$ cat config.mk
export PLATFORM = sky130hd
export DESIGN_NAME = and_result_fifo
export DESIGN_NICKNAME = d
export VERILOG_FILES = /design/src/rtl/and_result_fifo_pkg.sv /design/src/rtl/sync_fifo_ctrl.sv /design/src/rtl/and_result_fifo.sv
export SDC_FILE = /design/constraint.sdc
export NUM_CORES = 1
export LEC_CHECK = 0
export BUFFER_PORTS_ARGS = -buffer_cell sky130_fd_sc_hd__buf_2
export CAP_MARGIN = 20
export CORE_MARGIN = 4
export CORE_UTILIZATION = 49
export DETAILED_ROUTE_END_ITERATION = 12
export HOLD_SLACK_MARGIN = 0.08
export PLACE_DENSITY = 0.75
export SLEW_MARGIN = 20
export SYNTH_ARGS = -nofsm -noshare
export SYNTH_HDL_FRONTEND = slang
export SYNTH_SLANG_ARGS = --single-unit
$ cat constraint.sdc
create_clock -name clk -period 2.2 [get_ports clk]
set_input_delay 0.33 -clock clk [delete_from_list [all_inputs] [get_ports clk]]
set_output_delay 0.33 -clock clk [all_outputs]
set_load 0.01 [all_outputs]
$ cat src/rtl/and_result_fifo_pkg.sv
// Shared widths and constants for the AND-result FIFO: pointer/level sizing
// derived from the FIFO depth, and the saturation value of the hit counter.
package and_result_fifo_pkg;

  function automatic int unsigned ptr_w(input int unsigned depth);
    return (depth <= 1) ? 1 : $clog2(depth);
  endfunction

  // Level must represent both 0 and DEPTH, hence one bit more than a pointer.
  function automatic int unsigned lvl_w(input int unsigned depth);
    return ptr_w(depth) + 1;
  endfunction

  function automatic longint unsigned cnt_max(input int unsigned cnt_w);
    return (64'd1 << cnt_w) - 64'd1;
  endfunction

endpackage

$ cat src/rtl/sync_fifo_ctrl.sv
// Pointer and occupancy control for a power-of-two synchronous FIFO;
// produces the qualified push/pop strobes and the valid/ready flags.
module sync_fifo_ctrl
  import and_result_fifo_pkg::*;
#(
  parameter int unsigned DEPTH = 4,
  localparam int unsigned PTR_W = ptr_w(DEPTH),
  localparam int unsigned LVL_W = lvl_w(DEPTH)
) (
  input  logic             clk,
  input  logic             rst,
  input  logic             wr_req,
  input  logic             rd_req,
  output logic             wr_en,
  output logic             rd_en,
  output logic [PTR_W-1:0] wr_ptr,
  output logic [PTR_W-1:0] rd_ptr,
  output logic [LVL_W-1:0] level,
  output logic             in_ready,
  output logic             out_valid
);

  assign in_ready  = (level != LVL_W'(DEPTH));
  assign out_valid = (level != '0);
  assign wr_en     = wr_req & in_ready;
  assign rd_en     = rd_req & out_valid;

  // NOTE: clocked state uses non-blocking assignments so every register
  // samples pre-edge values, independent of statement order.
  always_ff @(posedge clk) begin
    if (rst) begin
      wr_ptr <= '0;
      rd_ptr <= '0;
      level  <= '0;
    end else begin
      // Pointers wrap naturally because DEPTH is a power of two.
      if (wr_en) wr_ptr <= wr_ptr + PTR_W'(1);
      if (rd_en) rd_ptr <= rd_ptr + PTR_W'(1);
      case ({wr_en, rd_en})
        2'b10:   level <= level + LVL_W'(1);
        2'b01:   level <= level - LVL_W'(1);
        default: level <= level;
      endcase
    end
  end

endmodule

$ cat src/rtl/and_result_fifo.sv
// Buffers each AB_AND word with its reduction-AND flag and hands them on over
// valid/ready; counts (saturating) accepted words whose flag is 1.
module and_result_fifo
  import and_result_fifo_pkg::*;
#(
  parameter int unsigned WIDTH = 2,
  parameter int unsigned DEPTH = 4,
  parameter int unsigned CNT_W = 8,
  localparam int unsigned PTR_W = ptr_w(DEPTH),
  localparam int unsigned LVL_W = lvl_w(DEPTH)
) (
  input  logic             clk,
  input  logic             rst,
  input  logic             in_valid,
  input  logic [WIDTH-1:0] in_data,
  output logic             in_ready,
  output logic             out_valid,
  output logic [WIDTH-1:0] out_data,
  output logic             out_and,
  input  logic             out_ready,
  output logic [LVL_W-1:0] level,
  output logic [CNT_W-1:0] hit_cnt
);

  typedef struct packed {
    logic [WIDTH-1:0] word;
    logic             flag;
  } entry_t;

  localparam logic [CNT_W-1:0] CNT_MAX = CNT_W'(cnt_max(CNT_W));

  logic             push;
  logic             pop;
  logic [PTR_W-1:0] wr_ptr;
  logic [PTR_W-1:0] rd_ptr;
  entry_t           wr_entry;
  entry_t           head;
  entry_t           mem [DEPTH];

  sync_fifo_ctrl #(.DEPTH(DEPTH)) u_ctrl (
    .clk       (clk),
    .rst       (rst),
    .wr_req    (in_valid),
    .rd_req    (out_ready),
    .wr_en     (push),
    .rd_en     (pop),
    .wr_ptr    (wr_ptr),
    .rd_ptr    (rd_ptr),
    .level     (level),
    .in_ready  (in_ready),
    .out_valid (out_valid)
  );

  // The flag is fixed at push time so the read side is a plain mux.
  assign wr_entry = '{word: in_data, flag: &in_data};

  // NOTE: storage is deliberately not reset; empty slots are never observed
  // because the head is masked while out_valid is low.
  always_ff @(posedge clk) begin
    if (!rst && push) mem[wr_ptr] <= wr_entry;
  end

  assign head     = mem[rd_ptr];
  assign out_data = out_valid ? head.word : '0;
  assign out_and  = out_valid ? head.flag : 1'b0;

  always_ff @(posedge clk) begin
    if (rst) begin
      hit_cnt <= '0;
    end else if (push && wr_entry.flag && hit_cnt != CNT_MAX) begin
      hit_cnt <= hit_cnt + CNT_W'(1);
    end
  end

endmodule

==> metrics.txt, run 1 <==
Seq pwr share 0.444; Logic pwr share 0.350; Hold Crit Class in -> reg; die height 60.20 microns; count leader, synth dfxtp_1; post-route design area 1588 sq um; R2R Setup Slk 0.12 ns; RR Endpoint u_ctrl.level[2]; IO Port Bufs 21; largest cells by area after synthesis edfxtp_1, dfxtp_1, ha_1; post-DP HPWL approximately 1900 microns; die area 3623 sq um; Hold Path Stages 1; Cells after Synth roughly 120; CTS H-tree depth 2; hold_buf cts 0; top cells by count, synth dfxtp_1, nor2_1, edfxtp_1, a21oi_1, and2_1; WS Path Type reg -> reg; launching point of the worst reg2reg path u_ctrl.level[1]; first-pass GRT wire length 4491 microns; worst slew pin tran 0.5283 ns; Routed WL per cell about 14 microns; P_sw 0.5032 mW; layout overhead on the synthesized area 18.93%; syn avg cell area 10.94 sq um; global-route track usage on met2 0.2870; Post-Place Cell Area 1496 sq um; CP Launch Type register; io pins 22; Cell variety after synth 29; Final Hold Fails 0; ant diodes 0; worst path bufs/invs 2; critical path arrival 2.33 ns; hold path startpoint in_data[1]; register area share after synthesis 0.5248; vias in the first global route roughly 1000; Die W ~60 microns; Post-synth EDFFs 12; Async S/R FF share, synth 0; CP required about 2.5 ns; #FFs+latches synth 29; Crit path largest cell delay 0.42 ns; final worst path period share 0.9439; synth warn 0; vias 972; drt first pass iters 4; worst-path maximum fanout 5; leakage dissipation roughly 0.60 nW; CTS tree done; Synth area leader edfxtp_1; internal power between 1 and 1.5 mW; GRT Overall Usage 0.1721; Clk pwr share 0.206; CP Cell Sequence nor3b_4 -> inv_2 -> nand2_1 -> ha_2 -> inv_1 -> fa_2 -> xor2_1 -> or3_2 -> a21oi_2; Clock transition at path regs 0.09 ns; cts bufs inserted 5; PD cells 997.1 nW/um^2; max-cap viol count 0; routing usage on met3 0.06911; Top delay family on crit path simple AND/OR/NAND/NOR gates; CTS root buf clkbuf_4; clk_skew 0.008471 ns; Routed Antenna Nets 0; Nets 165; pin count of the biggest net entering global routing 18; most used routing layer met2; setup TNS 0 ns; overall routed net length about 2500 microns; DR iter-0 viols 40; fin crit period 2.077 ns; grt ovf 0; Slowest-stage cell, CP or3_2; Layout Utilization 0.6239; vias per cell roughly 5.3; Worst slew margin 0.6465; synthesized area approximately 1300 sq um; Starting Density 0.5246; number of antenna violations at the first check in global routing 0; DRC 0; row cnt 18; Max Clk Rate 481.5 MHz; clock sinks 29; setup violators final 0; M1 GR Usage 0.1916; switching portion of total power 0.3178; RePlAce Congestion 0.7866; Longest Clk Path Bufs 2; layout cells sized above 1 0.3399; Top FF cell, synth dfxtp_1; clk_lat worst skew around 0.32 ns; Slew Limit Fails 0; Hold EP mem[1][2]; reg2reg path depth 9; status finished clean; Post-Syn Nets 135; crit end category register; post-synth top area share 0.2699; Worst IR Drop VDD roughly 0.7 mV; area of the core 2545 sq um
[what timing repair did]
action	4_1_cts	5_1_grt
endpoints found under the setup margin	0	1
buffers inserted	0	3
resized for setup	0	3
[routing by layer]
metal	wire, microns	share of wire	vias up
met5	0	0	-
met4	15	0.0060	0
met3	120	0.048	2
met2	1298	0.52	20
met1	1082	0.43	451
li1	-	-	499
[cell usage in the layout, fill, tap and decap left out, drive strengths merged, types with 4 or more instances in the layout]
cell	Yosys	final
edfxtp	12	12
nand3	9	9
dfxtp	17	17
nand2	5	5
ha	6	6
inv	7	7
a21oi	10	10
nor2	13	13
buf	1	27
and2	9	9
or3	4	4
clkbuf	3	6
[worst max path at each step]
stage / start / end / depth (start not counted)
3_3_place_gp: u_ctrl.level[0] / u_ctrl.level[2] / 8
6_report: u_ctrl.level[1] / u_ctrl.level[2] / 9
2_1_floorplan: u_ctrl.level[0] / u_ctrl.level[2] / 9
3_5_place_dp: u_ctrl.level[0] / u_ctrl.level[2] / 8
5_1_grt: u_ctrl.level[1] / u_ctrl.level[2] / 9
4_1_cts: u_ctrl.level[0] / u_ctrl.level[2] / 8
[stage by stage]
stage          hold WS, ns  cells  setup WS, ns  total power [mW]
2_1_floorplan       0.4289    122       0.01382             1.089
3_3_place_gp        0.4837    172        0.1408             1.211
3_5_place_dp        0.5056    172       0.08127             1.230
4_1_cts             0.2352    180       0.05912             1.560
5_1_grt             0.2324    183     -0.002829             1.710
6_report            0.2513    183        0.1233             1.583
[final cells by class]
type	count	area [sq um]
clock buffer	6	51.30
inverter	7	26.28
multi-input combinational	82	606.8
tap	30	37.54
fill	209	957.2
clock inverter	2	8.758
sequential	29	706.9
timing repair buffer	27	150.1
[logic make-up after synthesis]
kind of cell    Yosys count  share of synthesized area
simple gates             48                     0.1987
mux                       4                    0.05810
xor+xnor                  5                    0.03281
flops                    29                     0.5248
buf+inv                  11                    0.03655
compound gates           18                    0.07779
fa+ha+maj                 7                    0.07123
[state kept, by name, indices dropped and copies added, names as in the netlist, named ones only]
name / flops
hit_cnt: 8
mem: 12
u_ctrl.rd_ptr: 2
u_ctrl.level: 3
u_ctrl.wr_ptr: 2
[power by group through the flow]
stage               clock network (mW)  logic, mW  registers [mW]
detailed placement                   0      0.511           0.719
global placement                     0      0.499           0.712
floorplan                            0      0.373           0.716
CTS                              0.337      0.517           0.706
global route                     0.372      0.627           0.711
finish                           0.327      0.554           0.702
(Power assumes the default switching activity.)
==> inputs of run 2 (changes only) <==
==> constraint.sdc (replaced) <==
create_clock -name clk -period 2.2 [get_ports clk]
set_input_delay 0.55 -clock clk [delete_from_list [all_inputs] [get_ports clk]]
set_output_delay 0.55 -clock clk [all_outputs]
set_load 0.01 [all_outputs]
==> run 2 against run 1 <==
Sequential power increased by 2%. Sequential share of layout area up 0.66 points. Clock power barely moved. Total power decreased by 0.54%. Sequential cell count did not move. Largest power group unchanged. Count of clock-buffer cells in the layout rose by 2. Critical path depth unchanged. Maximum frequency rose by 0.66%. Hold slack better by 0.22 ns. Utilization fell by 0.59 points. Cell count is 2.2% lower. Register-to-register slack about the same.
==> metrics.txt, run 2 (synthesis results as in run 1) <==
IO Port Bufs 21; crit end category register; clk_skew around 0.0037 ns; layout cells sized above 1 0.3289; critical path arrival between 2 and 2.5 ns; Routed WL per cell 13.96 microns; die area 3623 sq um; vias per cell 5.525; WS Path Type reg -> reg; worst-path maximum fanout 5; P_sw 0.4978 mW; row cnt 18; setup TNS 0 ns; Starting Density 0.5246; max FFs per register 12; die height roughly 60 microns; Routed Antenna Nets 0; area of the core 2545 sq um; Layout Utilization 0.6180; CP Cell Sequence nor3b_4 -> inv_2 -> nand2_2 -> ha_4 -> inv_1 -> fa_2 -> xor2_1 -> or3_2 -> a21oi_2; post-DP HPWL 1904 microns; clk_lat worst skew 0.32 ns; cts bufs inserted 5; ant diodes 0; max-cap viol count 0; leakage dissipation between 0.5 and 0.6 nW; RSZ-0062 raised after global routing false; overall routed net length 2498 microns; switching portion of total power 0.3162; Logic pwr share 0.338; DRC 0; Largest Register mem; fin crit period ~2.1 ns; CTS root buf clkbuf_4; Regs by FF count mem: 12 flops, hit_cnt: 8 flops, u_ctrl.level: 3 flops; first-pass GRT wire length ~4200 microns; worst slew pin tran around 0.53 ns; Clock transition at path regs ~0.09 ns; vias in the first global route 1012; Seq pwr share 0.454; pin count of the biggest net entering global routing 18; clock sinks 29; Nets approximately 160; R2R Setup Slk 0.14 ns; status finished clean; CTS tree done; layout overhead on the synthesized area 17.81%; vias 989; Slew Limit Fails 0; RePlAce Congestion 0.7860; CP required 2.45 ns; Slowest-stage cell, CP or3_2; CP Launch Type register; Final Hold Fails 0; GRT Overall Usage 0.1596; most common cell after layout, fill and taps aside buf_2; drt first pass iters 4; WHS roughly 0.47 ns; io pins 22; final worst path period share 0.9378; Die W ~60 microns; DR iter-0 viols 11; Max Clk Rate 484.7 MHz; Longest Clk Path Bufs 2; number of antenna violations at the first check in global routing 0; Crit path largest cell delay between 0.4 and 0.5 ns; Clk pwr share 0.208; grt ovf 0; Worst IR Drop VDD 0.7369 mV; PD cells around 1000 nW/um^2; Worst slew margin 0.6472; internal power 1.077 mW; Hold Crit Class in -> reg; most frequent cells in the layout buf_2, nor2_1, dfxtp_1; CTS H-tree depth 2; setup violators final 0
==> run 2: cell types whose count changed in the layout (fill, tap and decap cells not counted), sizes merged <==
cell,before,now
buf,27,23
clkinv,2,0
clkbuf,6,8
==> run 2: area by class of cell <==
| type | instances | area (sq um) |
|---|---|---|
| Inverter | 7 | 26.28 |
| Clock buffer | 8 | 58.81 |
| Timing Repair Buffer | 23 | 120.1 |
| Sequential cell | 29 | 710.7 |
| Tap cell | 30 | 37.54 |
| Multi-Input combinational cell | 82 | 619.3 |
| Fill cell | 231 | 972.2 |
==> run 2: stage by stage <==
stage	setup WS, ns	total power, mW	cells	cell area [sq um]
final	0.1369	1.575	179	1573
after global routing	0.008518	1.694	179	1573
after CTS	0.01694	1.558	179	1548
after detailed placement	0.07058	1.229	171	1489
after global placement	0.1291	1.205	171	1489
after floorplan	0.01382	1.089	122	1364
==> run 2: repair_timing <==
item | CTS | global route
setup buffers | 0 | 0
hold buffers | 0 | 0
setup endpoints to repair | 0 | 4
gates resized for setup | 0 | 7
==> run 2: final timing paths <==
check             cells past startpoint               to            start
hold / removal                        1        mem[1][1]       in_data[0]
setup reg to reg                      9  u_ctrl.level[2]  u_ctrl.level[1]
setup / recovery                      9  u_ctrl.level[2]  u_ctrl.level[1]
hold reg to reg                       1       hit_cnt[6]       hit_cnt[6]
==> run 2: power groups by stage <==
| stage | sequential (mW) | combinational, mW | clock [mW] |
|---|---|---|---|
| finish | 0.716 | 0.532 | 0.327 |
| floorplan | 0.716 | 0.373 | 0 |
| global route | 0.728 | 0.602 | 0.364 |
| global placement | 0.713 | 0.492 | 0 |
| CTS | 0.709 | 0.511 | 0.338 |
| detailed placement | 0.721 | 0.508 | 0 |
==> run 2: worst max-delay path, delay by kind of cell (launching register included) <==
| kind | cells | cell delay, ns |
|---|---|---|
| buffers and inverters | 2 | 0.13 |
| AO/OA/AOI/OAI | 1 | 0.12 |
| XOR/XNOR | 1 | 0.15 |
| adder cells (fa/ha/maj) | 2 | 0.46 |
| AND/OR/NAND/NOR | 3 | 0.76 |
| flip-flops | 1 | 0.37 |
==> run 2: per-layer routing <==
metal / track usage / vias to the layer above / part of all wire / routed length [microns]
met1: 0.1633 / 463 / 0.43 / 1064
li1: - / 485 / - / -
met4: 0.07278 / 0 / 0.018 / 44
met5: 0 / - / 0 / 0
met2: 0.2731 / 33 / 0.48 / 1196
met3: 0.07559 / 8 / 0.078 / 194
